--- src/rtl/mem_port_arbiter_pkg.sv ---
// Shared encodings for the unified-memory port arbiter: FSM states, grant ids, word width.
package mem_port_arbiter_pkg;

    localparam int WORD_WIDTH = 32;

    localparam logic [1:0] ARB_IDLE  = 2'd0;
    localparam logic [1:0] ARB_ISSUE = 2'd1;
    localparam logic [1:0] ARB_WAIT  = 2'd2;
    localparam logic [1:0] ARB_DONE  = 2'd3;

    localparam logic ARB_GNT_IF = 1'b0;
    localparam logic ARB_GNT_D  = 1'b1;

    // The wait timer counts down from latency-1 so that it reads zero in the capture cycle.
    function automatic logic [3:0] timer_load(input int latency);
        return 4'(latency - 1);
    endfunction

endpackage

--- src/rtl/mem_port_arbiter_timer.sv ---
// mem_wait_timer: 4-bit down-counter with synchronous load, decrement and zero flag.
module mem_wait_timer (
    input  logic       clk,
    input  logic       rst,
    input  logic       load,
    input  logic [3:0] load_val,
    input  logic       dec,
    output logic       zero
);

    logic [3:0] count;

    always_ff @(posedge clk or posedge rst) begin
        if (rst) begin
            count <= 4'd0;
        end else if (load) begin
            count <= load_val;
        end else if (dec && count != 4'd0) begin
            count <= count - 4'd1;
        end
    end

    assign zero = (count == 4'd0);

endmodule

--- src/rtl/mem_port_arbiter.sv ---
// Arbitrates one single-port RAM between fetch (IF) and load/store (D) with a fixed-latency FSM.
// Optional macro ARB_PERF_EN adds stall-cycle and request-conflict counters.
module mem_port_arbiter
    import mem_port_arbiter_pkg::*;
#(
    parameter int MEM_LATENCY = 2,
    parameter int ADDR_W      = 32,
    parameter int DATA_W      = WORD_WIDTH
) (
    input  logic              clk,
    input  logic              rst,
    input  logic              if_req,
    input  logic [ADDR_W-1:0] if_addr,
    output logic [DATA_W-1:0] if_rdata,
    output logic              if_ready,
    input  logic              mem_req,
    input  logic              mem_we,
    input  logic [ADDR_W-1:0] mem_addr,
    input  logic [DATA_W-1:0] mem_wdata,
    output logic [DATA_W-1:0] mem_rdata,
    output logic              mem_ready,
    output logic              stall,
    output logic              ram_en,
    output logic              ram_we,
    output logic [ADDR_W-1:0] ram_addr,
    output logic [DATA_W-1:0] ram_wdata,
    input  logic [DATA_W-1:0] ram_rdata
`ifdef ARB_PERF_EN
    ,
    output logic [31:0]       perf_stall_cnt,
    output logic [31:0]       perf_conflict_cnt
`endif
);

    logic [1:0] state;
    logic       gnt;
    logic       last_grant;
    logic       lat_we;
    logic       timer_zero;
    logic       any_req;
    logic       pick_d;

    assign any_req = if_req | mem_req;
    // D wins a tie unless it was the port served last.
    assign pick_d  = mem_req & (~if_req | (last_grant == ARB_GNT_IF));

    // Reset forces every output low, including the combinational stall.
    assign stall = ~rst & ((if_req & ~if_ready) | (mem_req & ~mem_ready));

    mem_wait_timer u_timer (
        .clk      (clk),
        .rst      (rst),
        .load     (state == ARB_ISSUE),
        .load_val (timer_load(MEM_LATENCY)),
        .dec      (state == ARB_WAIT),
        .zero     (timer_zero)
    );

    always_ff @(posedge clk or posedge rst) begin
        if (rst) begin
            state      <= ARB_IDLE;
            gnt        <= ARB_GNT_IF;
            last_grant <= ARB_GNT_IF;
            lat_we     <= 1'b0;
            ram_en     <= 1'b0;
            ram_we     <= 1'b0;
            ram_addr   <= '0;
            ram_wdata  <= '0;
            if_ready   <= 1'b0;
            mem_ready  <= 1'b0;
            if_rdata   <= '0;
            mem_rdata  <= '0;
        end else begin
            ram_en    <= 1'b0;
            ram_we    <= 1'b0;
            if_ready  <= 1'b0;
            mem_ready <= 1'b0;
            case (state)
                ARB_IDLE: if (any_req) begin
                    state    <= ARB_ISSUE;
                    gnt      <= pick_d ? ARB_GNT_D : ARB_GNT_IF;
                    lat_we   <= pick_d & mem_we;
                    ram_en   <= 1'b1;
                    ram_we   <= pick_d & mem_we;
                    ram_addr <= pick_d ? mem_addr : if_addr;
                    if (pick_d) ram_wdata <= mem_wdata;
                end
                ARB_ISSUE: state <= ARB_WAIT;
                ARB_WAIT: if (timer_zero) begin
                    // Ready is registered here so it is high for the whole DONE cycle.
                    state <= ARB_DONE;
                    if (gnt == ARB_GNT_D) begin
                        mem_ready <= 1'b1;
                        if (!lat_we) mem_rdata <= ram_rdata;
                    end else begin
                        if_ready <= 1'b1;
                        if_rdata <= ram_rdata;
                    end
                end
                ARB_DONE: begin
                    state      <= ARB_IDLE;
                    last_grant <= gnt;
                end
                default: state <= ARB_IDLE;
            endcase
        end
    end

`ifdef ARB_PERF_EN
    always_ff @(posedge clk or posedge rst) begin
        if (rst) begin
            perf_stall_cnt    <= 32'd0;
            perf_conflict_cnt <= 32'd0;
        end else begin
            if (stall) perf_stall_cnt <= perf_stall_cnt + 32'd1;
            if (state == ARB_IDLE && if_req && mem_req) perf_conflict_cnt <= perf_conflict_cnt + 32'd1;
        end
    end
`endif

endmodule

--- config.mk ---
export PLATFORM = sky130hd
export DESIGN_NAME = mem_port_arbiter
export DESIGN_NICKNAME = d
export VERILOG_FILES = /design/src/rtl/mem_port_arbiter_pkg.sv /design/src/rtl/mem_port_arbiter_timer.sv /design/src/rtl/mem_port_arbiter.sv
export SDC_FILE = /design/constraint.sdc
export NUM_CORES = 1
export LEC_CHECK = 0
export ABC_AREA = 1
export BUFFER_PORTS_ARGS = -buffer_cell sky130_fd_sc_hd__clkbuf_2
export CELL_PAD_IN_SITES_DETAIL_PLACEMENT = 1
export CELL_PAD_IN_SITES_GLOBAL_PLACEMENT = 2
export CORE_MARGIN = 2
export CORE_UTILIZATION = 29
export DETAILED_ROUTE_END_ITERATION = 12
export PLACE_DENSITY_LB_ADDON = 0.3
export SLEW_MARGIN = 20
export SYNTH_ARGS = -nofsm -noshare
export SYNTH_HDL_FRONTEND = slang
export SYNTH_SLANG_ARGS = --single-unit
--- constraint.sdc ---
create_clock -name clk -period 9.3 [get_ports clk]
set_clock_uncertainty 0.1 [all_clocks]
set_input_delay 1.86 -clock clk [delete_from_list [all_inputs] [get_ports clk]]
set_output_delay 1.86 -clock clk [all_outputs]
set_load 0.01 [all_outputs]
==> metrics <==
Initial Util=29.6%; Clk pin slew, worst setup/hold paths=0.06 ns; Final Instance Area=8100 µm²; total half-perimeter wirelength after legalization and detailed placement=12100 µm; Synth warnings=0; Die Area=21800 µm²; flip-flop cell with the highest count after synthesis=sky130_fd_sc_hd__dfrtp_1; post-cts resize count=0; placeable core region=20200 µm²; clock latency on the worst-skew pair=0.41 ns; final routed DRC violation total=0; length of routed wiring on met1=7060 µm; critical register-to-register path endpoint=ram_addr[30]; endpoints failing hold=0; number of instances on the worst hold path=2; Num CTS Buffers=17; global route total overflow=0; setup TNS=0 ns; global-route usage over all layers=16.1%; origin of the worst min-delay path=if_rdata[9]; pre-CTS worst setup slack=4.23 ns; Final Max Slew Viols=0; number of vias per cell=4.39; f_max=197 MHz; RSZ-0062 raised after global routing=false; highest metal layer used by the detailed router=met4; power share of the combinational group=36.7%; cell area after placement=7450 µm²; area of all sequential standard cells=3530 µm²; synthesized area per cell=9.52 µm²; routed vias=5106; Post-CTS Repair Setup Buffers=0; antenna violations before repair=0; net switching share of the total power=36.7%; Critical Path Fanout Max=36; number of fill cells=2409; metal3 WL=1310 µm; type of the worst setup path=input port to output pin; WL/cell=14.7 µm; total power per unit cell area=356 nW/µm²; Area Growth Syn to Fin=35.1%; category of the worst setup path capture point=output pin; number of levels in the clock H-tree=4; number of enable-type register cells in the synthesized netlist=0; largest net degree at the start of global routing=95; metal2 WL=8420 µm; final worst setup slack=4.23 ns; wirelength, routed=17100 µm; relative slew slack=42.6%; worst-case hold path end point=if_rdata[9]; proportion of layout cells with a drive suffix above 1=37.2%; post-synth net total=769; cell at the root of the clock tree=sky130_fd_sc_hd__clkbuf_16; worst min-delay path category=register to register; summed instance area of the synthesized netlist=6000 µm²; Clk network pwr share=26.0%; most frequent standard cell in the layout excluding fill and tap cells=sky130_fd_sc_hd__clkbuf_2; portion of total power attributed to sequential cells=37.3%; TritonCTS clock tree=built; die boundary width=148 µm; port buffer count=265; total number of nets in the final design=1020; RePlAce Congestion=0.773; Data arrival, critical path=3.11 ns; Num Clock Sinks=141; sequential share of the synthesized area=58.8%; area occupied by multi-input gates=1920 µm²; internal portion of total power=1.83 mW; overall die height=148 µm; nature of the critical path startpoint=input port; required time worst endpoint=7.34 ns; critical path startpoint=mem_req; path depth of the worst reg2reg path=6; highest-count cells in the layout ignoring fill and taps=sky130_fd_sc_hd__clkbuf_2 (265), sky130_fd_sc_hd__nand2_1 (144), sky130_fd_sc_hd__dfrtp_1 (141), sky130_fd_sc_hd__inv_1 (78), sky130_fd_sc_hd__nand3_1 (69); number of antenna cells inserted=0; global-route wire length before repair=27800 µm; via count of the first global-routing pass=5322; FF-to-FF setup slack=7.00 ns; final worst path period share=54.6%; worst voltage drop across the vdd grid=0.132 mV; net switching component of the power=1.06 mW; count of maximum capacitance violations=0; static leakage power=4.40 nW; number of primary I/O pins=266; count of nets left with antenna violations after detail routing=0; number of distinct library cells after synthesis=25; post-route minimum period=5.07 ns; Hold Buf Count CTS=0; asr flop ratio synth=100%; outcome=completed; Detailed Route Iter0 Violations=188; count of standard-cell rows=52; post-synthesis cell count=630; Bufs on Longest Clock Path=2; worst-margin pin slew=0.861 ns; Setup violations, final=0; launch instance of the worst register-to-register path=last_grant; drt pass-1 iters=4; register bit count reported by yosys=141
layer usage:
metal / up-vias / global-route usage (%)
met5: - / 0
met4: 0 / 4.62
met3: 20 / 6.45
met2: 139 / 27.0
met1: 2429 / 19.2
li1: 2518 / -
cells in the mapped netlist (all sizes together), types with 3 or more instances:
master / n / area, µm²
a21oi: 3 / 15.0
buf: 25 / 206
clkbuf: 12 / 46.3
dfrtp: 141 / 3530
ha: 6 / 75.1
inv: 81 / 304
nand2: 146 / 553
nand3: 72 / 378
nor2: 8 / 32.5
o21a: 32 / 240
o21ai: 100 / 591
flip-flops by register name (all words and copies together), names as in the netlist, 2 cells and up:
signal         cells
if_rdata          32
mem_rdata         32
state              2
ram_wdata         32
ram_addr          32
u_timer.count      4
through the flow:
| step | instances | power [mW] | hold slack, ns | util [%] |
|---|---|---|---|---|
| final | 1163 | 2.89 | 0.379 | 40.0 |
| after global routing | 1163 | 3.12 | 0.404 | 40.0 |
| after CTS | 1163 | 2.95 | 0.385 | 40.0 |
| after detailed placement | 1132 | 2.18 | 0.371 | 36.8 |
| after global placement | 1132 | 2.15 | 0.365 | 36.8 |
| after floorplan | 630 | 1.73 | 0.354 | - |
area by class of cell:
class                      instances  share of cell area (%)
sequential                       141                    43.6
multi-input combinational        371                    23.7
timing repair buffer             269                    16.7
clock buffer                      18                    5.30
tap                              270                    4.17
inverter                          81                    3.82
clock inverter                    13                    2.64
critical path, stage by stage:
cell and delay (ns):
sky130_fd_sc_hd__clkbuf_2 0.61, sky130_fd_sc_hd__inv_1 0.14, sky130_fd_sc_hd__o22ai_1 0.17, sky130_fd_sc_hd__inv_1 0.10, sky130_fd_sc_hd__nor2_1 0.09, sky130_fd_sc_hd__clkbuf_2 0.14
power groups by stage:
stage | Clock (mW) | Sequential (mW) | Combinational [mW]
CTS | 0.773 | 1.08 | 1.09
global placement | 0 | 1.08 | 1.07
finish | 0.749 | 1.08 | 1.06
detailed placement | 0 | 1.09 | 1.09
global route | 0.800 | 1.12 | 1.20
floorplan | 0 | 1.21 | 0.523
cells by family after synthesis:
logic type | Yosys count | share of synthesized area (%)
compound gates | 136 | 14.2
fa+ha+maj | 6 | 1.25
buf+inv | 118 | 9.29
xor+xnor | 1 | 0.146
flops | 141 | 58.8
simple gates | 228 | 16.3
worst max path at each step:
stage / to / slack (ns) / depth (start not counted)
after global placement: stall / 4.24 / 6
after detailed placement: stall / 4.23 / 6
final: stall / 4.23 / 6
after CTS: stall / 4.23 / 6
after floorplan: gnt / 3.56 / 1
after global routing: stall / 4.06 / 6
No activity file was read; power rests on OpenSTA's default activity.
